File: src/rtl/order_ingress_queue_if.sv
// Handshake bundle between the upstream parser, order_ingress_queue and the matching engine.
// slave = the queue's view; master = the surrounding environment (parser + engine).
interface order_ingress_queue_if #(
  parameter int DATA_W = 32
);
  logic              s_valid;
  logic              s_ready;
  logic [DATA_W-1:0] s_data;
  logic              ord_valid;
  logic [DATA_W-1:0] ord_data;
  logic              engine_busy;

  modport slave (
    input  s_valid, s_data, engine_busy,
    output s_ready, ord_valid, ord_data
  );

  modport master (
    output s_valid, s_data, engine_busy,
    input  s_ready, ord_valid, ord_data
  );
endinterface

File: src/rtl/order_ingress_queue.sv
// Screens, buffers and issues order words one at a time to order_book_top.
// Optional price-band screening is enabled by defining INGRESS_PRICE_BAND_EN.
module order_ingress_queue #(
  parameter int          DEPTH       = 16,
  parameter int          ACK_TIMEOUT = 8,
  parameter logic [15:0] PRICE_LO    = 16'd1,
  parameter logic [15:0] PRICE_HI    = 16'hFFFE
) (
  input  logic                   clk,
  input  logic                   rst_n,
  order_ingress_queue_if.slave   bus,
  output logic [$clog2(DEPTH):0] fifo_count,
  output logic [15:0]            drop_count,
  output logic                   reject_pulse,
  output logic                   timeout_pulse
);

  localparam int DATA_W = 32;
  localparam int AW     = $clog2(DEPTH);
  localparam int TMR_W  = $clog2(ACK_TIMEOUT + 1);
  localparam logic [TMR_W-1:0] TMR_LAST = TMR_W'(ACK_TIMEOUT - 1);
  localparam logic [TMR_W-1:0] TMR_ONE  = TMR_W'(1);
  localparam logic [AW:0]      PTR_ONE  = (AW+1)'(1);

  typedef enum logic [1:0] {IDLE, ISSUE, WAIT_ACK, WAIT_DONE} state_t;

  function automatic logic [15:0] sat_inc(input logic [15:0] v);
    return (v == 16'hFFFF) ? v : v + 16'd1;
  endfunction

  logic [DATA_W-1:0] mem [DEPTH];
  logic [AW:0]       wr_ptr, rd_ptr;
  logic              full, empty;
  logic              hs, qty_ok, price_ok, push, reject, pop, to_hit;
  state_t            state, next_state;
  logic [TMR_W-1:0]  timer;
  logic              ord_vld_p1;
  logic [DATA_W-1:0] ord_data_p1;

  assign full        = (wr_ptr[AW-1:0] == rd_ptr[AW-1:0]) && (wr_ptr[AW] != rd_ptr[AW]);
  assign empty       = (wr_ptr == rd_ptr);
  assign bus.s_ready = !full;

  // Ingress screening: malformed words are consumed but never stored
  assign hs     = bus.s_valid && !full;
  assign qty_ok = (bus.s_data[13:0] != 14'd0);

`ifdef INGRESS_PRICE_BAND_EN
  logic [15:0] price;
  assign price    = bus.s_data[31:16];
  assign price_ok = (price >= PRICE_LO) && (price <= PRICE_HI);
`else
  // Band limits fold to a constant; no comparator is built.
  localparam logic BAND_OFF = (PRICE_LO <= PRICE_HI) || 1'b1;
  assign price_ok = BAND_OFF;
`endif

  assign push   = hs && qty_ok && price_ok;
  assign reject = hs && !(qty_ok && price_ok);

  always_ff @(posedge clk) begin
    if (push) mem[wr_ptr[AW-1:0]] <= bus.s_data;
  end

  always_ff @(posedge clk or negedge rst_n) begin
    if (!rst_n) begin
      wr_ptr       <= '0;
      rd_ptr       <= '0;
      fifo_count   <= '0;
      drop_count   <= '0;
      reject_pulse <= 1'b0;
    end else begin
      if (push) wr_ptr <= wr_ptr + PTR_ONE;
      if (pop)  rd_ptr <= rd_ptr + PTR_ONE;
      case ({push, pop})
        2'b10:   fifo_count <= fifo_count + PTR_ONE;
        2'b01:   fifo_count <= fifo_count - PTR_ONE;
        default: fifo_count <= fifo_count;
      endcase
      if (reject) drop_count <= sat_inc(drop_count);
      reject_pulse <= reject;
    end
  end

  // Issue FSM: one order in flight, tracked through the engine's busy/idle cycle
  always_ff @(posedge clk or negedge rst_n) begin
    if (!rst_n) begin
      state <= IDLE;
      timer <= '0;
    end else begin
      state <= next_state;
      timer <= (state == WAIT_ACK) ? timer + TMR_ONE : '0;
    end
  end

  always_comb begin
    next_state = state;
    pop        = 1'b0;
    to_hit     = 1'b0;
    case (state)
      IDLE: begin
        if (!empty && !bus.engine_busy) begin
          next_state = ISSUE;
          pop        = 1'b1;
        end
      end
      ISSUE:     next_state = WAIT_ACK;
      WAIT_ACK: begin
        if (bus.engine_busy) begin
          next_state = WAIT_DONE;
        end else if (timer == TMR_LAST) begin
          next_state = IDLE;
          to_hit     = 1'b1;
        end
      end
      WAIT_DONE: if (!bus.engine_busy) next_state = IDLE;
      default:   next_state = IDLE;
    endcase
  end

  // Output stage: the pop edge loads the issue register, so ord_valid spans the ISSUE cycle
  always_ff @(posedge clk or negedge rst_n) begin
    if (!rst_n) begin
      ord_vld_p1    <= 1'b0;
      ord_data_p1   <= '0;
      timeout_pulse <= 1'b0;
    end else begin
      ord_vld_p1    <= pop;
      timeout_pulse <= to_hit;
      if (pop) ord_data_p1 <= mem[rd_ptr[AW-1:0]];
    end
  end

  assign bus.ord_valid = ord_vld_p1;
  assign bus.ord_data  = ord_data_p1;

endmodule

File: src/flat_wrapper.sv
// flat-port wrapper written by rule: the top's interface ports become plain ports
module order_ingress_queue_flat 
#(
  parameter int          DEPTH       = 16,
  parameter int          ACK_TIMEOUT = 8,
  parameter logic [15:0] PRICE_LO    = 16'd1,
  parameter logic [15:0] PRICE_HI    = 16'hFFFE
)
  (clk, rst_n, fifo_count, drop_count, reject_pulse, timeout_pulse, bus_s_valid, bus_s_data, bus_engine_busy, bus_s_ready, bus_ord_valid, bus_ord_data);
  order_ingress_queue_if bus_i ();
  input  logic clk;
  input  logic rst_n;
  output logic [$clog2(DEPTH):0] fifo_count;
  output logic [15:0] drop_count;
  output logic reject_pulse;
  output logic timeout_pulse;
  input wire logic [$bits(bus_i.s_valid)-1:0] bus_s_valid;
  input wire logic [$bits(bus_i.s_data)-1:0] bus_s_data;
  input wire logic [$bits(bus_i.engine_busy)-1:0] bus_engine_busy;
  output wire logic [$bits(bus_i.s_ready)-1:0] bus_s_ready;
  output wire logic [$bits(bus_i.ord_valid)-1:0] bus_ord_valid;
  output wire logic [$bits(bus_i.ord_data)-1:0] bus_ord_data;
  assign bus_i.s_valid = bus_s_valid;
  assign bus_i.s_data = bus_s_data;
  assign bus_i.engine_busy = bus_engine_busy;
  assign bus_s_ready = bus_i.s_ready;
  assign bus_ord_valid = bus_i.ord_valid;
  assign bus_ord_data = bus_i.ord_data;
  order_ingress_queue #(.DEPTH(DEPTH), .ACK_TIMEOUT(ACK_TIMEOUT), .PRICE_LO(PRICE_LO), .PRICE_HI(PRICE_HI)) u_core (.clk(clk), .rst_n(rst_n), .bus(bus_i), .fifo_count(fifo_count), .drop_count(drop_count), .reject_pulse(reject_pulse), .timeout_pulse(timeout_pulse));
endmodule
File: config.mk
export PLATFORM = sky130hd
export DESIGN_NAME = order_ingress_queue_flat
export DESIGN_NICKNAME = d
export VERILOG_FILES = /design/src/rtl/order_ingress_queue_if.sv /design/src/rtl/order_ingress_queue.sv /design/src/flat_wrapper.sv
export SDC_FILE = /design/constraint.sdc
export NUM_CORES = 1
export LEC_CHECK = 0
export BUFFER_PORTS_ARGS = -buffer_cell sky130_fd_sc_hd__buf_2
export CORE_MARGIN = 8
export CORE_UTILIZATION = 29
export CTS_CLUSTER_SIZE = 20
export DETAILED_ROUTE_END_ITERATION = 16
export PLACE_DENSITY = 0.41
export SYNTH_ARGS = -nofsm -noshare
export SYNTH_HDL_FRONTEND = slang
export SYNTH_SLANG_ARGS = --single-unit
File: constraint.sdc
create_clock -name clk -period 6.2 [get_ports clk]
set_clock_uncertainty 0.2 [all_clocks]
set_input_delay 0.31 -clock clk [delete_from_list [all_inputs] [get_ports clk]]
set_output_delay 0.31 -clock clk [all_outputs]
set_load 0.02 [all_outputs]
* Word-level counts from Yosys, hierarchy flattened
Memory sizes are Yosys's and may differ from the RTL's. A register that Yosys moved wholly into a read port is not among the register bits.
Cells that the tools add are included.
Widths: inputs -> output; s select.
** Operators by class
- Eq/ne operators :: 13
- Shift operators :: 0
- Muxes and demuxes :: 14
- Bitwise gates (word level) :: 1
- Reductions and logical operators :: 15
- Magnitude comparators :: 0
- Multiply operators :: 0
- Add/sub/neg operators :: 6
- Div/mod/pow operators :: 0
** Operators by type and width (number)
- $add 16x1->16 const B :: 1
- $eq 16x16->1 const B :: 1
- $add 5x1->5 const B :: 3
- $reduce_bool 14->1 :: 1
- $pmux 5 s2 :: 1
- $mux 2 :: 4
- $pmux 2 s4 :: 1
- $mux 1 :: 7
- $eq 2x2->1 const B :: 3
- $eq 5x5->1 :: 1
- $logic_and 1x1->1 :: 5
- $logic_not 1->1 :: 5
- $sub 5x1->5 const B :: 1
- $add 4x1->4 const B :: 1
- $eq 2x1->1 const B :: 2
- $eq 4x3->1 const B :: 1
- $eq 4x4->1 :: 1
- $mux 4 :: 1
- $ne 3x3->1 const B :: 1
- $reduce_and 3->1 :: 1
- $logic_not 2->1 :: 1
- $ne 2x1->1 const B :: 1
- $ne 2x2->1 const B :: 1
- $reduce_and 2->1 :: 1
- 3 further kinds :: 3
** Storage, ports and cells
- Output and inout bits :: 57
- Memories :: 1
- Latch bits :: 0
- Logic and storage cells :: 59
- RAM bits :: 512
- Register bits after elaboration :: 40
- Memory bits (read-only) :: 0
- Bits of input ports :: 36
** Memory list
- u_core.mem :: depth 16, width 32, read ports 1, clocked after memory_dff 1, write ports 1, line order_ingress_queue.sv:31 : logic [DATA_W-1:0] mem [DEPTH];

* Depth between registers and ports, before layout
Gate-level depths: netlist of the first run.
- Word-level depth :: 7
- Mapped depth :: 13
- Gate-level depth less buffers :: 11

* Least setup slack after synthesis of the first run
OpenSTA, ideal clock, no wires.
- Path type :: register to register
- Start :: register u_core.rd_ptr[1]
- End :: memory u_core.mem[3][0], enable pin
- Buffers on the path :: 2
- Stages on the path, launching flop included :: 8
- Required time :: 5.539 ns
- Setup time :: 0.461 ns
- Arrival time :: 3.690 ns
- Setup slack :: 1.849 ns
- Clock period less this slack :: 4.351 ns
- Cell sequence :: dfrtp_1 -> buf_2 -> xor2_1 -> nor4_4 -> a211oi_1 -> clkbuf_1 -> nand2_1 -> nor3_1
** On the way
- Cells in the longest elaborated chain, start to end :: 7
** RTL lines
- from (decl) :: line order_ingress_queue.sv:32 : logic [AW:0] wr_ptr, rd_ptr;
- from (signal assigned) :: line order_ingress_queue.sv:74 : if (pop) rd_ptr <= rd_ptr + PTR_ONE;
- $eq 4x4->1 :: line order_ingress_queue.sv:40 : assign full = (wr_ptr[AW-1:0] == rd_ptr[AW-1:0]) && (wr_ptr[AW] != rd_ptr[AW]);
- $logic_and 1x1->1 :: line order_ingress_queue.sv:40
- $logic_not 1->1 :: line order_ingress_queue.sv:45 : assign hs = bus.s_valid && !full;
- $logic_and 1x1->1 :: line order_ingress_queue.sv:45
- $logic_and 1x1->1 :: line order_ingress_queue.sv:58 : assign push = hs && qty_ok && price_ok;
- $mux 1 :: line order_ingress_queue.sv:62 : if (push) mem[wr_ptr[AW-1:0]] <= bus.s_data;
- $mux 1 (not written as such) :: line order_ingress_queue.sv:62
- to (decl) :: line order_ingress_queue.sv:31
No other way between the ends.

* Worst setup path in the final report of the first run
- Start :: register u_core.rd_ptr[1]
- End :: memory u_core.mem[2][13], enable pin
The elaborated chain is that of the path after synthesis.

==> results of run 1 <==
flip-flops by register name, summed over array words and instances (netlist names):
name                  cells
u_core.state              2
u_core.fifo_count         5
u_core.rd_ptr             5
u_core.mem              512
u_core.wr_ptr             5
u_core.bus.ord_data      32
u_core.drop_count        16
u_core.timer              4
u_core.bus.ord_valid      1
u_core.reject_pulse       1
u_core.timeout_pulse      1
cells in the final DEF, fill, tap and decap left out, drive strengths merged, types with 17 or more instances in the layout:
| master | synthesis | routed |
|---|---|---|
| nand2 | 17 | 17 |
| mux4 | 128 | 128 |
| a21o | 34 | 34 |
| clkbuf | 24 | 95 |
| and3 | 19 | 19 |
| edfxtp | 512 | 512 |
| clkinv | 0 | 17 |
| a21oi | 35 | 35 |
| xnor2 | 26 | 26 |
| dlygate4sd3 | 0 | 36 |
| a22oi | 64 | 64 |
| dfrtp | 72 | 72 |
| buf | 35 | 107 |
layout make-up:
class | count | share of cell area [%]
sequential | 584 | 64.76
multi-input combinational | 405 | 18.42
clock buffer | 95 | 7.063
tap | 1030 | 4.857
timing repair buffer | 143 | 3.574
clock inverter | 28 | 1.212
inverter | 8 | 0.1132
worst max-delay path, cell delays in order, from the launching register on:
cell	delay, ns
sky130_fd_sc_hd__dfrtp_4	0.87
sky130_fd_sc_hd__xor2_1	0.28
sky130_fd_sc_hd__nor4_4	0.11
sky130_fd_sc_hd__a211oi_2	0.90
sky130_fd_sc_hd__and3_2	1.12
sky130_fd_sc_hd__buf_4	0.33
logic make-up (layout without fill, tap and decap cells):
kind of cell	Yosys count	after routing
flops	584	584
compound gates	140	140
mux	130	130
simple gates	87	87
buf+inv	67	274
xor+xnor	36	36
fa+ha+maj	12	12
routing by layer:
layer  GRT usage (%)  share of wire (%)  up-vias
li1                -                  -     4685
met1           17.90                 48     5683
met2           19.45                 45      240
met3           2.347                4.5       74
met4           3.849                2.0        0
met5               0                  0        -
worst min-delay path by stage:
stage                     slack (ns)  cells past startpoint                      end
after floorplan                -0.19                      0   u_core.bus.ord_data[0]
after global placement         -0.01                      1   u_core.bus.ord_data[8]
after detailed placement      -0.008                      1  u_core.bus.ord_data[10]
after CTS                       0.26                      1     u_core.timeout_pulse
after global routing            0.29                      1     u_core.timeout_pulse
final                           0.25                      1     u_core.timeout_pulse
power by group:
part / total [W] / internal, W / switching (W)
clock network: 0.00396 / 0.00237 / 0.00159
logic: 0.00282 / 0.00122 / 0.00160
registers: 0.00505 / 0.00480 / 0.000255
total: 0.0118 / 0.00838 / 0.00345
metrics by stage:
| step | util (%) | power [W] | area, um^2 | hold WS (ns) |
|---|---|---|---|---|
| floorplan | - | 0.007064 | 22330 | -0.1856 |
| global placement | 31.52 | 0.008026 | 23980 | -0.01168 |
| detailed placement | 31.52 | 0.008039 | 23980 | -0.008224 |
| CTS | 34.88 | 0.01207 | 26540 | 0.2584 |
| global route | 34.88 | 0.01243 | 26540 | 0.2854 |
| finish | 34.88 | 0.01184 | 26540 | 0.2462 |
==> results.txt, run 1 <==
The tools report the weighted congestion reported at the end of routability-driven placement as 0.6818. For this run, the register share of the synthesized area comes to 76.92%. The synthesized design contains 512 enable-type register cells. In this run, post-CTS hold repair placed 36 buffers.

The post-synthesis register bit count works out to 584. CTS placed an instance of sky130_fd_sc_hd__clkbuf_16 at the clock tree root. Via count of the first global-routing pass: 11600. Counting the fill cells in the layout gives 7187.

After clock tree synthesis, the repair step resized 0 gates. Summing all flip-flop and latch instances after layout gives 17180 um^2. The share of the synthesized area in compound gates (AO/OA/AOI/OAI) was 4.381%.

The first global-routing pass estimated 80650 um of wire. The worst register-to-register path ends at u_core.mem[2][13]. By area the synthesized netlist is led by sky130_fd_sc_hd__edfxtp_1 69%, sky130_fd_sc_hd__mux4_2 13%, sky130_fd_sc_hd__dfrtp_1 8.1%, sky130_fd_sc_hd__a22oi_1 2.2%, sky130_fd_sc_hd__a21o_1 1.1%. In this run the cell area of the synthesized design comes to 22330 um^2. The kind of start point of the critical path is a flop. The most critical setup path has its endpoint at u_core.mem[2][13]. In the synthesized netlist, mux cells make up 13.01% of the area. The share of synthesized area in the top cell type comes to 68.85%. The floorplan die height was 293.5 um. The buffer levels on the longest clock path was 3. After detailed routing, the total wire length is 53940 um.

The logs give 1056 for the synthesized netlist cell count and 8.977 nW for the standby leakage power. The worst setup path is captured at a flop. In this run the critical register-to-register path is launched from u_core.rd_ptr[1]. For this run, the top clock speed supported by timing is 240.3 MHz.

The clock tree synthesis step divided the H-tree into 3 levels. In this run the worst hold path is classified as flop to flop. Adder and majority gate portion of the synthesized area: 0.7060%.

The commonest cells after synthesis are 512 x sky130_fd_sc_hd__edfxtp_1, 128 x sky130_fd_sc_hd__mux4_2, 72 x sky130_fd_sc_hd__dfrtp_1, 64 x sky130_fd_sc_hd__a22oi_1, 35 x sky130_fd_sc_hd__a21oi_1. STA puts the critical path data required time at 6.29 ns. The cell taking the most area after synthesis was sky130_fd_sc_hd__edfxtp_1. For the via total after detailed routing, the log shows 10680. Of all nets on the critical path, the largest fanout is 38. The most frequently used cell type in the post-synthesis netlist is sky130_fd_sc_hd__edfxtp_1. The clock slew at the register clock pins of the worst setup and hold paths came out at 0.06 ns. The startpoint identified for the worst hold timing path is u_core.timer[3]. The die covers 86140 um^2. The startpoint of the most critical setup path was u_core.rd_ptr[1].

The run gives 4.25 ns as the signal arrival time at the worst endpoint. Summed over all failing endpoints, the final setup total negative slack is 0 ns. Counting tap cells, the placed design contains a total of 2134 instances.

After the first detailed-routing iteration, the DRC count stood at 885. A synthesized cell averages 21.15 um^2. The post-detailed-route via-to-cell ratio came out at 4.659. When the netlist entered floorplanning its net count stood at 1104.

In the finished design, the share of the clock period the worst path needs comes to 67.13%. The worst path needs 4.162 ns of the cycle, external delays included. In this run the horizontal extent of the chip is 293.5 um. Of the total synthesized cell area, the portion taken by XOR and XNOR cells is 1.446%. The clock reaches the later pin of the worst-skew pair after 0.60 ns. The worst supply voltage drop on vdd was 343.8 uV; the share of cells above drive strength 1 was 28.58%. TritonCTS built the clock tree.

The logs give 584 for the number of sinks driven by the clock tree and 2.042 ns for the worst slack after detailed placement. Entering global routing, the biggest net connects 94 pins. Counting the buffers created by CTS gives 67.

The critical path in this run is classified as flop to flop. The number of max-slew violations in the final report was 0. The first detailed-routing pass took 5 iterations. The Yosys step of the flow raised 0 warnings.

The logs give 101 for the count of standard-cell rows and 28940 um for the HPWL after detailed placement. Setup repair after global routing left no endpoint under its margin. The synthesized netlist devotes 2.107% of its cell area to simple gates.

Dividing total power by cell area gives a power density of 446.1 nW/um^2. The finished layout holds 2293 standard cells, fillers aside. At the pin with the least slew margin, the transition time is 1.153 ns. Across every metal layer, demand over resource in global routing totals 12.57%. The logs give 29.35% for the initial core utilization and 23.13% for the relative slew slack. The flow ran to the end, and the final reports show no timing, DRC or antenna violations.

The floorplan step defined a core boundary enclosing 76080 um^2. The worst path meets setup with 2.038 ns of slack. The residual overflow from global routing came out at 0. The main combinational cell family by area after synthesis is multiplexers.

The tools report the reg-to-reg setup timing slack as 2.04 ns. The tool flagged a number of max-cap violations equal to 0. The logs give 0 for the setup-violating endpoint count in the final report and 3 for the number of antenna violations at the first check in global routing.

The tools report the post-CTS setup buffer count as 0. In the final layout, the multi-input gates occupy 4888 um^2. The final-report hold violation count is 0, and the net count of the finished layout is 1257. Counting flops with an async set or reset pin after synthesis yields a share of 12.33%.

After detailed routing, the number of remaining DRC violations is 0. The predominant post-synthesis flop cell is sky130_fd_sc_hd__edfxtp_1. Synthesis instantiated 36 different standard cells from the library. 93 I/O pins were placed. From synthesis to final layout, the design area changed by 18.83%. Once detail routing completed, the nets flagged for antenna violations numbered 0. In this run the tool buffered the top-level ports with 92 buffer cells. Measured in cells, the most critical reg-to-reg path has a length of 5. The routed wire length per instance was 23.53 um; the number of antenna diodes was 0.
(Power assumes the default switching activity.)
==> run 2, diff against run 1 <==
--- a/config.mk
+++ b/config.mk
@@ -10,7 +10,7 @@
 export CORE_UTILIZATION = 29
 export CTS_CLUSTER_SIZE = 20
 export DETAILED_ROUTE_END_ITERATION = 16
-export PLACE_DENSITY = 0.41
+export PLACE_DENSITY = 0.42
 export SYNTH_ARGS = -nofsm -noshare
 export SYNTH_HDL_FRONTEND = slang
 export SYNTH_SLANG_ARGS = --single-unit
==> constraint.sdc (replaced) <==
create_clock -name clk -period 3.5 [get_ports clk]
set_clock_uncertainty 0.2 [all_clocks]
set_input_delay 0.175 -clock clk [delete_from_list [all_inputs] [get_ports clk]]
set_output_delay 0.175 -clock clk [all_outputs]
set_load 0.02 [all_outputs]
==> run 2 against run 1 <==
Net effect: cell area is 1.7% higher; core utilization is 0.59 points higher; first-iteration DRC count is 3.2% higher; sequential power is 75% higher; sequential share of layout area is 1.1 points lower; non-clock buffer count is 31 higher; via count is 4.2% higher; die area stayed put; register-to-register slack worse by 1.8 ns; critical endpoint is now u_core.fifo_count[4].
==> results.txt, run 2 (same netlist as run 1, synthesis figures left out) <==
The flow ran to the end, and the final reports show no timing, DRC or antenna violations. The number of sinks driven by the clock tree was 584; the ratio of total power to cell area was 785.4 nW/um^2. The remaining number of nets flagged by the antenna check after routing was 0.

The highest layer used for signal routing was met5. Setup violations remaining at the end of the flow were counted as 0. Relative slew slack: 31.82%.

For this block, the initial DRC count from the detailed router was 913. Clock-pin slew was measured on the worst setup and hold paths at 0.05 ns. The post-route DRC violation count was 0. The launch instance of the worst register-to-register path was u_core.rd_ptr[1]. In the final routed layout, each cell accounts on average for 24.87 um. The most common cell after layout, fill and taps aside is sky130_fd_sc_hd__edfxtp_1.

Clock tree synthesis selected as its root buffer the cell sky130_fd_sc_hd__clkbuf_16. The cell with the largest stage delay on the worst path was sky130_fd_sc_hd__dfrtp_4. For the worst setup path, the data arrival time is 3.51 ns.

The post-route fraction of the period consumed by the critical path is 92.38%. The worst setup path is of the flop to flop kind. The pin count of the biggest net entering global routing is 132, and the global-route wire length before repair is 84320 um.

The largest single stage delay on the critical path is 0.49 ns. The final layout contains routed wiring with a total length of 57920 um. Setup repair after global routing left no endpoint under its margin. The via total after detailed routing came out at 11130. The clock reaches the later pin of the worst-skew pair after 0.61 ns. The wire length on met1 is 27590 um. The path class of the lowest-slack min-delay path was input pin to asynchronous set/reset pin. Share of cells above drive strength 1: 30.12%. Among cell families on the critical path, the largest total delay comes from adder cells. The via count of the first global-routing pass was 11830. The top-level I/O count is 93, and the count of input and output buffers is 92.

The H-tree generated during clock tree synthesis spans 3 levels. The most critical setup path has its startpoint at u_core.rd_ptr[1]. The clock passes through at most 3 buffers. The pre-antenna-repair detailed-routing pass consisted of 6 iterations. The die covers 86140 um^2. The net count of the finished layout is 1290, and the residual overflow from global routing is 0. Measured along the x axis, the die boundary spans 293.5 um. Count of standard-cell rows: 101. Max-cap violations in this run came to 0. For the required time reported for the critical path endpoint, the log shows 3.78 ns. The run gives 29.35% as the initial core utilization.

Flip-flop count of the largest register after layout: 512. For the maximum achievable frequency, the log shows 309.3 MHz. Cell repeated most along the worst path: sky130_fd_sc_hd__xor2_1. The critical path contains buffers and inverters numbering 2 combined. Measured on the finished design, the core utilization comes to 35.47%. Global routing used 13.40% of the available tracks across all layers. The run gives 30940 um as the HPWL after detailed placement.

The final-report hold violation count is 0, and the met2 wire length is 26610 um. The post-detailed-route via-to-cell ratio is 4.780, and the setup total negative slack is 0 ns. The critical path goes through xor2_1, nor4_4, a2111o_2, inv_2, ha_1, buf_4, fa_1, a21o_1, a21oi_1, xor2_1, nor2_1, xor2_1. The tools report the kind of start point of the critical path as a flop. The weighted congestion reported at the end of routability-driven placement came out at 0.6982.

The area added between synthesis and finish came out at 20.82%. Counting I/O delays and the setup requirement, the final critical path takes 3.233 ns. For the number of max-slew violations in the final report, the log shows 0. In the detailed route, the total length drawn on met3 is 2457 um.

Measured along the y axis, the die boundary spans 293.5 um. Post-CTS setup buffer count: 0. The number of antenna violations at the first check in global routing came out at 2. TritonCTS created 69 clock buffers. IR analysis of the VDD net gives a maximum drop of 408.2 uV. TritonCTS built the clock tree. Leaving out fill and tap cells, the most frequent cells in the layout are 512 x sky130_fd_sc_hd__edfxtp_1, 128 x sky130_fd_sc_hd__mux4_2, 91 x sky130_fd_sc_hd__buf_2. The run gives 9.193 nW as the standby leakage power. Biggest fanout along the worst timing path: 6. At the pin with the least slew margin, the transition time is 1.023 ns. The kind of capture point of the worst setup path was a flop. The region available for standard cell placement spans 76080 um^2.
-- run 2: cell types whose count changed in the layout (fill, tap and decap cells not counted), moves of 2 or more --
cell / delta
sky130_fd_sc_hd__buf_12: +17
sky130_fd_sc_hd__bufinv_16: -5
sky130_fd_sc_hd__buf_4: +15
sky130_fd_sc_hd__clkbuf_1: +8
sky130_fd_sc_hd__clkinv_1: -2
sky130_fd_sc_hd__inv_16: +3
sky130_fd_sc_hd__clkinv_2: -4
sky130_fd_sc_hd__clkbuf_8: +7
sky130_fd_sc_hd__clkinvlp_4: -2
-- run 2: area by class of cell --
class	count	area, um^2
multi-input combinational	405	4895
clock inverter	16	163.9
inverter	8	30.03
clock buffer	111	2026
timing repair buffer	174	1391
antenna	1	2.502
fill	7174	49090
tap	1030	1289
sequential	584	17180
-- run 2: per-layer routing --
metal	global-route usage, %	vias up
met5	0	-
met4	3.464	2
met3	2.657	94
met2	20.71	241
met1	19.26	6033
li1	-	4763
-- run 2: worst paths after layout --
kind	end	slack, ns	depth (start not counted)
hold / removal	u_core.bus.ord_data[14]	0.003	2
max in group asynchronous	u_core.bus.ord_data[27]	2.40	3
min in group clk	u_core.mem[10][0]	0.18	2
setup reg to reg	u_core.fifo_count[4]	0.27	12
setup / recovery	u_core.fifo_count[4]	0.27	12
hold reg to reg	u_core.timeout_pulse	0.25	1
-- run 2: what timing repair did --
item                      CTS  global route
hold endpoints to repair  596             0
hold buffers               35             0
resized for setup           0             0
-- run 2: power by group --
group | internal, W | total [W] | switching, W
combinational | 0.00233 | 0.00545 | 0.00312
sequential | 0.00849 | 0.00883 | 0.000347
clock | 0.00407 | 0.00691 | 0.00284
-- run 2: stage by stage --
step / instance area [um^2] / hold WS (ns) / std cells / power (W) / setup WS (ns)
2_1_floorplan: 22340 / -0.3206 / 1056 / 0.01252 / 0.1251
3_3_place_gp: 24440 / 0.09787 / 2166 / 0.01455 / 0.2178
3_5_place_dp: 24440 / 0.1059 / 2166 / 0.01455 / 0.2580
4_1_cts: 26980 / 0.004635 / 2328 / 0.02160 / 0.2289
5_1_grt: 26980 / 0.05019 / 2329 / 0.02220 / 0.07180
6_report: 26980 / 0.003052 / 2329 / 0.02119 / 0.2667
